--- config.mk ---
export PLATFORM = sky130hd
export DESIGN_NAME = branch_predict_unit_flat
export DESIGN_NICKNAME = d
export VERILOG_FILES = /design/src/rtl/branch_pkg.sv /design/src/rtl/branch_predict_unit_if.sv /design/src/rtl/branch_btb.sv /design/src/rtl/branch_predict_unit.sv /design/src/flat_wrapper.sv
export SDC_FILE = /design/constraint.sdc
export NUM_CORES = 1
export LEC_CHECK = 0
export CORE_MARGIN = 8
export CORE_UTILIZATION = 40
export DETAILED_ROUTE_END_ITERATION = 10
export GPL_TIMING_DRIVEN = 0
export PLACE_DENSITY = 0.65
export SLEW_MARGIN = 0
export SYNTH_ARGS = -nofsm -noshare
export SYNTH_HDL_FRONTEND = slang
export SYNTH_SLANG_ARGS = --single-unit
--- constraint.sdc ---
create_clock -name clk -period 14 [get_ports clk]
set_input_delay 2.8 -clock clk [delete_from_list [all_inputs] [get_ports clk]]
set_output_delay 2.8 -clock clk [all_outputs]
set_load 0.05 [all_outputs]
--- src/rtl/branch_pkg.sv ---
// Shared encodings for the branch predictor: resolved-transfer kinds and
// 2-bit saturating counter states.
package branch_pkg;

    typedef enum logic [1:0] {
        BR_NONE   = 2'b00,
        BR_COND   = 2'b01,
        BR_REG    = 2'b10,
        BR_UNCOND = 2'b11
    } br_kind_e;

    localparam logic [1:0] STRONG_NT = 2'd0;
    localparam logic [1:0] WEAK_NT   = 2'd1;
    localparam logic [1:0] WEAK_T    = 2'd2;
    localparam logic [1:0] STRONG_T  = 2'd3;

endpackage

--- src/rtl/branch_predict_unit_if.sv ---
// Fetch/resolve bundle between the pipeline (master) and the branch predictor (slave).
interface branch_predict_unit_if
    import branch_pkg::*;
#(
    parameter int unsigned XLEN = 32
);
    logic            stall;
    logic            res_valid;
    br_kind_e        res_kind;
    logic            res_ps;
    logic            res_zero;
    logic [XLEN-1:0] res_pc;
    logic [XLEN-1:0] res_target;
    logic            res_pred_taken;
    logic [XLEN-1:0] res_pred_target;

    logic [XLEN-1:0] pc;
    logic            pred_taken;
    logic [XLEN-1:0] pred_target;
    logic            flush;
    logic            flush_delay;
    logic [15:0]     mispredict_cnt;

    modport master (
        output stall, res_valid, res_kind, res_ps, res_zero, res_pc, res_target,
               res_pred_taken, res_pred_target,
        input  pc, pred_taken, pred_target, flush, flush_delay, mispredict_cnt
    );

    modport slave (
        input  stall, res_valid, res_kind, res_ps, res_zero, res_pc, res_target,
               res_pred_taken, res_pred_target,
        output pc, pred_taken, pred_target, flush, flush_delay, mispredict_cnt
    );
endinterface

--- src/rtl/branch_btb.sv ---
// Direct-mapped branch target buffer: combinational lookup by fetch pc,
// synchronous update by resolving pc. Only valid bits are reset.
module branch_btb
    import branch_pkg::*;
#(
    parameter int unsigned XLEN      = 32,
    parameter int unsigned BTB_DEPTH = 16
) (
    input  logic            clk,
    input  logic            rst,
    input  logic [XLEN-1:0] rd_pc,
    output logic            rd_hit,
    output logic [1:0]      rd_ctr,
    output logic [XLEN-1:0] rd_target,
    input  logic            wr_en,
    input  logic [XLEN-1:0] wr_pc,
    input  logic            wr_taken,
    input  logic            wr_strong,
    input  logic [XLEN-1:0] wr_target
);
    localparam int unsigned IDX   = $clog2(BTB_DEPTH);
    localparam int unsigned TAG_W = XLEN - IDX;

    logic [BTB_DEPTH-1:0] valid_q;
    logic [TAG_W-1:0]     tag_q    [BTB_DEPTH];
    logic [XLEN-1:0]      target_q [BTB_DEPTH];
    logic [1:0]           ctr_q    [BTB_DEPTH];

    logic [IDX-1:0]   rd_idx;
    logic [IDX-1:0]   wr_idx;
    logic [TAG_W-1:0] wr_tag;
    logic             wr_hit_c;
    logic             wr_commit_c;
    logic [1:0]       ctr_cur;
    logic [1:0]       ctr_nxt_c;

    assign rd_idx    = rd_pc[IDX-1:0];
    assign rd_hit    = valid_q[rd_idx] && (tag_q[rd_idx] == rd_pc[XLEN-1:IDX]);
    assign rd_ctr    = ctr_q[rd_idx];
    assign rd_target = target_q[rd_idx];

    assign wr_idx      = wr_pc[IDX-1:0];
    assign wr_tag      = wr_pc[XLEN-1:IDX];
    assign wr_hit_c    = valid_q[wr_idx] && (tag_q[wr_idx] == wr_tag);
    assign ctr_cur     = ctr_q[wr_idx];
    // A not-taken miss leaves the entry untouched; everything else writes it.
    assign wr_commit_c = wr_en && (wr_hit_c || wr_taken);

    always_comb begin
        ctr_nxt_c = ctr_cur;
        if (wr_strong) begin
            ctr_nxt_c = STRONG_T;
        end else if (!wr_hit_c) begin
            ctr_nxt_c = WEAK_T;
        end else if (wr_taken) begin
            ctr_nxt_c = (ctr_cur == STRONG_T) ? STRONG_T : ctr_cur + 2'd1;
        end else begin
            ctr_nxt_c = (ctr_cur == STRONG_NT) ? STRONG_NT : ctr_cur - 2'd1;
        end
    end

    always_ff @(posedge clk) begin
        if (rst) begin
            valid_q <= '0;
        end else if (wr_commit_c) begin
            valid_q[wr_idx] <= 1'b1;
            tag_q[wr_idx]   <= wr_tag;
            ctr_q[wr_idx]   <= ctr_nxt_c;
            if (wr_taken) begin
                target_q[wr_idx] <= wr_target;
            end
        end
    end
endmodule

--- src/rtl/branch_predict_unit.sv ---
// Fetch PC generator with BTB-based prediction, mispredict detection/flush
// and a saturating mispredict counter.
module branch_predict_unit
    import branch_pkg::*;
#(
    parameter int unsigned    XLEN      = 32,
    parameter int unsigned    BTB_DEPTH = 16,
    parameter logic [XLEN-1:0] RESET_PC = '0
) (
    input logic                 clk,
    input logic                 rst,
    branch_predict_unit_if.slave bus
);
    localparam int unsigned CNT_W = 16;

    logic            btb_hit;
    logic [1:0]      btb_ctr;
    logic [XLEN-1:0] btb_target;

    logic [XLEN-1:0]  pc_q;
    logic [XLEN-1:0]  pc_d;
    logic             flush_delay_q;
    logic [CNT_W-1:0] cnt_q;

    logic            act_taken_c;
    logic            mispredict_c;
    logic            btb_wr_c;
    logic            btb_strong_c;
    logic            pred_taken_c;
    logic [XLEN-1:0] pred_target_c;

    branch_btb #(
        .XLEN      (XLEN),
        .BTB_DEPTH (BTB_DEPTH)
    ) u_btb (
        .clk       (clk),
        .rst       (rst),
        .rd_pc     (pc_q),
        .rd_hit    (btb_hit),
        .rd_ctr    (btb_ctr),
        .rd_target (btb_target),
        .wr_en     (btb_wr_c),
        .wr_pc     (bus.res_pc),
        .wr_taken  (act_taken_c),
        .wr_strong (btb_strong_c),
        .wr_target (bus.res_target)
    );

    // Resolve-side decode: actual direction and mispredict.
    always_comb begin
        act_taken_c = 1'b0;
        case (bus.res_kind)
            BR_COND:           act_taken_c = bus.res_ps ^ bus.res_zero;
            BR_REG, BR_UNCOND: act_taken_c = 1'b1;
            default:           act_taken_c = 1'b0;
        endcase
        mispredict_c = bus.res_valid &&
                       ((act_taken_c != bus.res_pred_taken) ||
                        (act_taken_c && bus.res_pred_taken &&
                         (bus.res_target != bus.res_pred_target)));
        btb_wr_c     = bus.res_valid && (bus.res_kind != BR_NONE);
        btb_strong_c = (bus.res_kind == BR_REG) || (bus.res_kind == BR_UNCOND);
    end

    assign pred_taken_c  = btb_hit && (btb_ctr >= WEAK_T);
    assign pred_target_c = btb_hit ? btb_target : pc_q + XLEN'(1);

    // Redirect beats stall, stall beats prediction.
    always_comb begin
        pc_d = pc_q + XLEN'(1);
        if (mispredict_c) begin
            pc_d = act_taken_c ? bus.res_target : bus.res_pc + XLEN'(1);
        end else if (bus.stall) begin
            pc_d = pc_q;
        end else if (pred_taken_c) begin
            pc_d = pred_target_c;
        end
    end

    always_ff @(posedge clk) begin
        if (rst) begin
            pc_q          <= RESET_PC;
            flush_delay_q <= 1'b0;
            cnt_q         <= '0;
        end else begin
            pc_q          <= pc_d;
            flush_delay_q <= mispredict_c;
            if (mispredict_c && (cnt_q != '1)) begin
                cnt_q <= cnt_q + CNT_W'(1);
            end
        end
    end

    assign bus.pc             = pc_q;
    assign bus.pred_taken     = pred_taken_c;
    assign bus.pred_target    = pred_target_c;
    assign bus.flush          = mispredict_c;
    assign bus.flush_delay    = flush_delay_q;
    assign bus.mispredict_cnt = cnt_q;
endmodule

--- src/flat_wrapper.sv ---
// flat-port wrapper written by rule: the top's interface ports become plain ports
module branch_predict_unit_flat import branch_pkg::*;
#(
    parameter int unsigned    XLEN      = 32,
    parameter int unsigned    BTB_DEPTH = 16,
    parameter logic [XLEN-1:0] RESET_PC = '0
)
  (clk, rst, bus_stall, bus_res_valid, bus_res_kind, bus_res_ps, bus_res_zero, bus_res_pc, bus_res_target, bus_res_pred_taken, bus_res_pred_target, bus_pc, bus_pred_taken, bus_pred_target, bus_flush, bus_flush_delay, bus_mispredict_cnt);
  branch_predict_unit_if #(.XLEN(XLEN)) bus_i ();
  input logic clk;
  input logic rst;
  input wire logic [$bits(bus_i.stall)-1:0] bus_stall;
  input wire logic [$bits(bus_i.res_valid)-1:0] bus_res_valid;
  input wire logic [$bits(bus_i.res_kind)-1:0] bus_res_kind;
  input wire logic [$bits(bus_i.res_ps)-1:0] bus_res_ps;
  input wire logic [$bits(bus_i.res_zero)-1:0] bus_res_zero;
  input wire logic [$bits(bus_i.res_pc)-1:0] bus_res_pc;
  input wire logic [$bits(bus_i.res_target)-1:0] bus_res_target;
  input wire logic [$bits(bus_i.res_pred_taken)-1:0] bus_res_pred_taken;
  input wire logic [$bits(bus_i.res_pred_target)-1:0] bus_res_pred_target;
  output wire logic [$bits(bus_i.pc)-1:0] bus_pc;
  output wire logic [$bits(bus_i.pred_taken)-1:0] bus_pred_taken;
  output wire logic [$bits(bus_i.pred_target)-1:0] bus_pred_target;
  output wire logic [$bits(bus_i.flush)-1:0] bus_flush;
  output wire logic [$bits(bus_i.flush_delay)-1:0] bus_flush_delay;
  output wire logic [$bits(bus_i.mispredict_cnt)-1:0] bus_mispredict_cnt;
  assign bus_i.stall = bus_stall;
  assign bus_i.res_valid = bus_res_valid;
  assign bus_i.res_kind = bus_res_kind;
  assign bus_i.res_ps = bus_res_ps;
  assign bus_i.res_zero = bus_res_zero;
  assign bus_i.res_pc = bus_res_pc;
  assign bus_i.res_target = bus_res_target;
  assign bus_i.res_pred_taken = bus_res_pred_taken;
  assign bus_i.res_pred_target = bus_res_pred_target;
  assign bus_pc = bus_i.pc;
  assign bus_pred_taken = bus_i.pred_taken;
  assign bus_pred_target = bus_i.pred_target;
  assign bus_flush = bus_i.flush;
  assign bus_flush_delay = bus_i.flush_delay;
  assign bus_mispredict_cnt = bus_i.mispredict_cnt;
  branch_predict_unit #(.XLEN(XLEN), .BTB_DEPTH(BTB_DEPTH), .RESET_PC(RESET_PC)) u_core (.clk(clk), .rst(rst), .bus(bus_i));
endmodule
==> impl_metrics.csv <==
group,metric,value,unit
outcome,outcome,"finished with violations",
outcome,violations,"capacitance limit, slew limit",
sta,finalMaxSlewViolations,8,
die,die_y,363,µm
place,pre_cts_slack,3.30,ns
pwr,ir_drop,0.125,mV
synth,ys_types,75,
pwr,leakagePower,17.7,nW
synth,avgSynthCellArea,17.6,µm²
global_route,track_usage,25.1,%
finish,regArea,31200,µm²
synth,seq_area_frac_synth,64.9,%
routing,via_count,30400,
sta,final.min_clock_period,11.03,ns
routing,drt_wl_total,169000,µm
cts,cts.clk_slew.worst_paths,0.06,ns
routing,ant_nets,0,
cts,cts_inserted_buffers,111,
die,die_w,363,µm
sta,fin_crit_sh,78.8,%
cts,cts_setup_buffers,0,
pwr,power_density,138,nW/µm²
finish,final_nets,3187,
synth,synth-async-reset-ratio,0,%
worst_setup_path,arrival,8.23,ns
job,cap_violations,2,
cts,clockBufferDepth,3,
synth,yosys_warnings,0,
sta,tightestPinTransition,1.55,ns
synth,synth_edf_count,992,
cts,cts_tree,"yes",
cts,insertion_delay,0.79,ns
finish,area_growth,18.4,%
sta,setup_violations,0,
global_route,grt_pass1_vias,29800,
sta,fmax,90.7,MHz
synth,yosys_register_bits,1061,
routing,drc,0,
cts,cts_max_level,3,
finish,multi_input_area,16200,µm²
sta,holdWs,0.491,ns
finish,most-common-layout-cells,"992 x edfxtp_1, 378 x mux4_2, 185 x clkdlybuf4s50_1, 127 x mux2i_1, 122 x nand2_1",
routing,viasPerCell,6.35,
synth,synth_nets,2841,
routing,drt_first_pass_iters,6,
global_route,grt_max_degree,25,
routing,wl_per_cell,35.2,µm
cts,clockRootBuffer,"clkbuf_16",
sta,fin_setup_tns,0,ns
worst_setup_path,required,11.20,ns
synth,synth_cells,2729,
routing,drt_iter0_markers,5193,
synth,syn_area,48100,µm²
sta,grt_setup_unrepaired,"false",
sta,fin_worst_skew,0.102,ns
worst_setup_path,worstSetupPathType,"primary input to output port",
sta,max_slew_margin,-3.62,%
global_route,gr-total-overflow,0,
worst_setup_path,cp-end-kind,"output port",
cts,cts.sinks,1061,
finish,drive_above_1_share,23.7,%
finish,layout_commonest_cell,"edfxtp_1",
min_path,hold_path.class,"register to register",
die,dieArea,131000,µm²
global_route,grt_pass1_wl,233000,µm
place,dp.final_hpwl,117000,µm
global_route,antenna_found_initial,10,
cts,cts_resized,0,
finish,fillers,10100,
synth,ys.flop_type,"edfxtp_1",
worst_setup_path,crit_path_start_kind,"primary input",
die,io_pins,188,
cts,cts_hold_buffers,0,
place,gp_congestion,0.972,
sta,setup_ws,2.97,ns
worst_setup_path,path_max_fanout,10,
die,core_area,119000,µm²
die,std_cell_rows,127,
place,io_buffers,185,
die,initial_core_util,40.2,%
sta,timing.final.hold_violations,0,
[sequential cells by signal (all words and copies together), names as in the netlist, named ones only]
| register | cells |
|---|---|
| u_core.u_btb.ctr_q | 32 |
| u_core.u_btb.target_q | 512 |
| u_core.bus.pc | 32 |
| u_core.bus.flush_delay | 1 |
| u_core.bus.mispredict_cnt | 16 |
| u_core.u_btb.valid_q | 16 |
| u_core.u_btb.tag_q | 448 |
[kinds of logic after synthesis]
family | Yosys count | share of synthesized area [%]
AO/OA/AOI/OAI | 278 | 3.92
buffers and inverters | 209 | 1.94
adder cells (fa/ha/maj) | 8 | 0.203
XOR/XNOR | 157 | 2.86
flip-flops | 1061 | 64.9
AND/OR/NAND/NOR | 458 | 4.62
multiplexers | 558 | 21.6
[where the power goes]
group / switching [mW] / internal [mW] / total [mW] / leakage (nW)
Sequential: 0.0417 / 3.50 / 3.55 / 9.53
Clock: 1.32 / 1.83 / 3.15 / 1.89
Combinational: 0.707 / 0.422 / 1.13 / 6.30
Total: 2.07 / 5.76 / 7.83 / 17.7
[synth_stat cells, types with 6 or more instances]
master / n / area share [%]
ha_1: 7 / 0.18
dfxtp_1: 69 / 2.9
inv_1: 19 / 0.15
and3_1: 19 / 0.25
nand2_1: 122 / 0.95
buf_2: 42 / 0.44
nand3_1: 52 / 0.54
buf_4: 15 / 0.23
o32ai_1: 6 / 0.11
xnor2_1: 90 / 1.6
nor3_1: 11 / 0.11
or3_1: 19 / 0.25
buf_1: 34 / 0.27
and2_1: 24 / 0.31
nand4_1: 25 / 0.33
edfxtp_1: 992 / 62
a21oi_1: 58 / 0.60
xor2_1: 67 / 1.2
mux2i_1: 127 / 2.6
o2bb2ai_1: 15 / 0.27
nand2b_1: 11 / 0.14
mux4_2: 378 / 18
nor2_1: 130 / 1.0
o2111ai_1: 7 / 0.13
o22ai_1: 38 / 0.49
a221oi_1: 30 / 0.55
o21ai_0: 50 / 0.52
mux2_2: 52 / 1.2
clkbuf_1: 91 / 0.71
nor2b_1: 17 / 0.22
a211oi_1: 13 / 0.20
a22oi_1: 17 / 0.27
[critical path, stage by stage]
cell and delay (ns):
clkdlybuf4s50_1 0.64, a21oi_1 1.27, inv_2 0.37, clkbuf_1 0.41, ha_1 0.29, a21boi_0 0.11
o21ai_1 1.15, inv_1 0.35, clkdlybuf4s50_1 0.81
[worst paths after layout]
check | start | end | slack (ns) | depth (start not counted)
hold / removal | u_core.u_btb.valid_q[13]$_SDFFE_PP0N_ | u_core.u_btb.valid_q[13]$_SDFFE_PP0N_ | 0.49 | 1
setup reg to reg | register | u_core.bus.pc[19]$_SDFFE_PP0N_ | 7.61 | 15
setup / recovery | bus_res_kind[1] | bus_flush | 2.97 | 9
hold reg to reg | u_core.u_btb.valid_q[13]$_SDFFE_PP0N_ | u_core.u_btb.valid_q[13]$_SDFFE_PP0N_ | 0.49 | 1
[routing by layer]
layer  wire (µm)  GRT usage, %
met5          20             0
met4        8610          10.5
met3       21900          7.59
met2       75800          38.2
met1       62200          33.5
[stage by stage]
stage | util (%) | total power [mW] | std cells | cell area (µm²)
5_1_grt | 47.6 | 8.01 | 4785 | 56900
3_5_place_dp | 44.4 | 4.72 | 4574 | 53000
2_1_floorplan | - | 4.24 | 2729 | 48100
3_3_place_gp | 43.5 | 4.70 | 4526 | 51900
4_1_cts | 47.6 | 7.83 | 4783 | 56900
6_report | 47.6 | 7.83 | 4788 | 56900
[layout make-up]
cell class                 instances  area share (%)
clock inverter                    76            1.83
tap                             1612            3.54
multi-input combinational       1459            28.4
sequential                      1061            54.8
antenna                            5          0.0220
buffer                           187            1.49
clock buffer                     133            5.04
inverter                          22           0.145
timing repair buffer             233            4.75
Power figures use the tool's default switching activity.
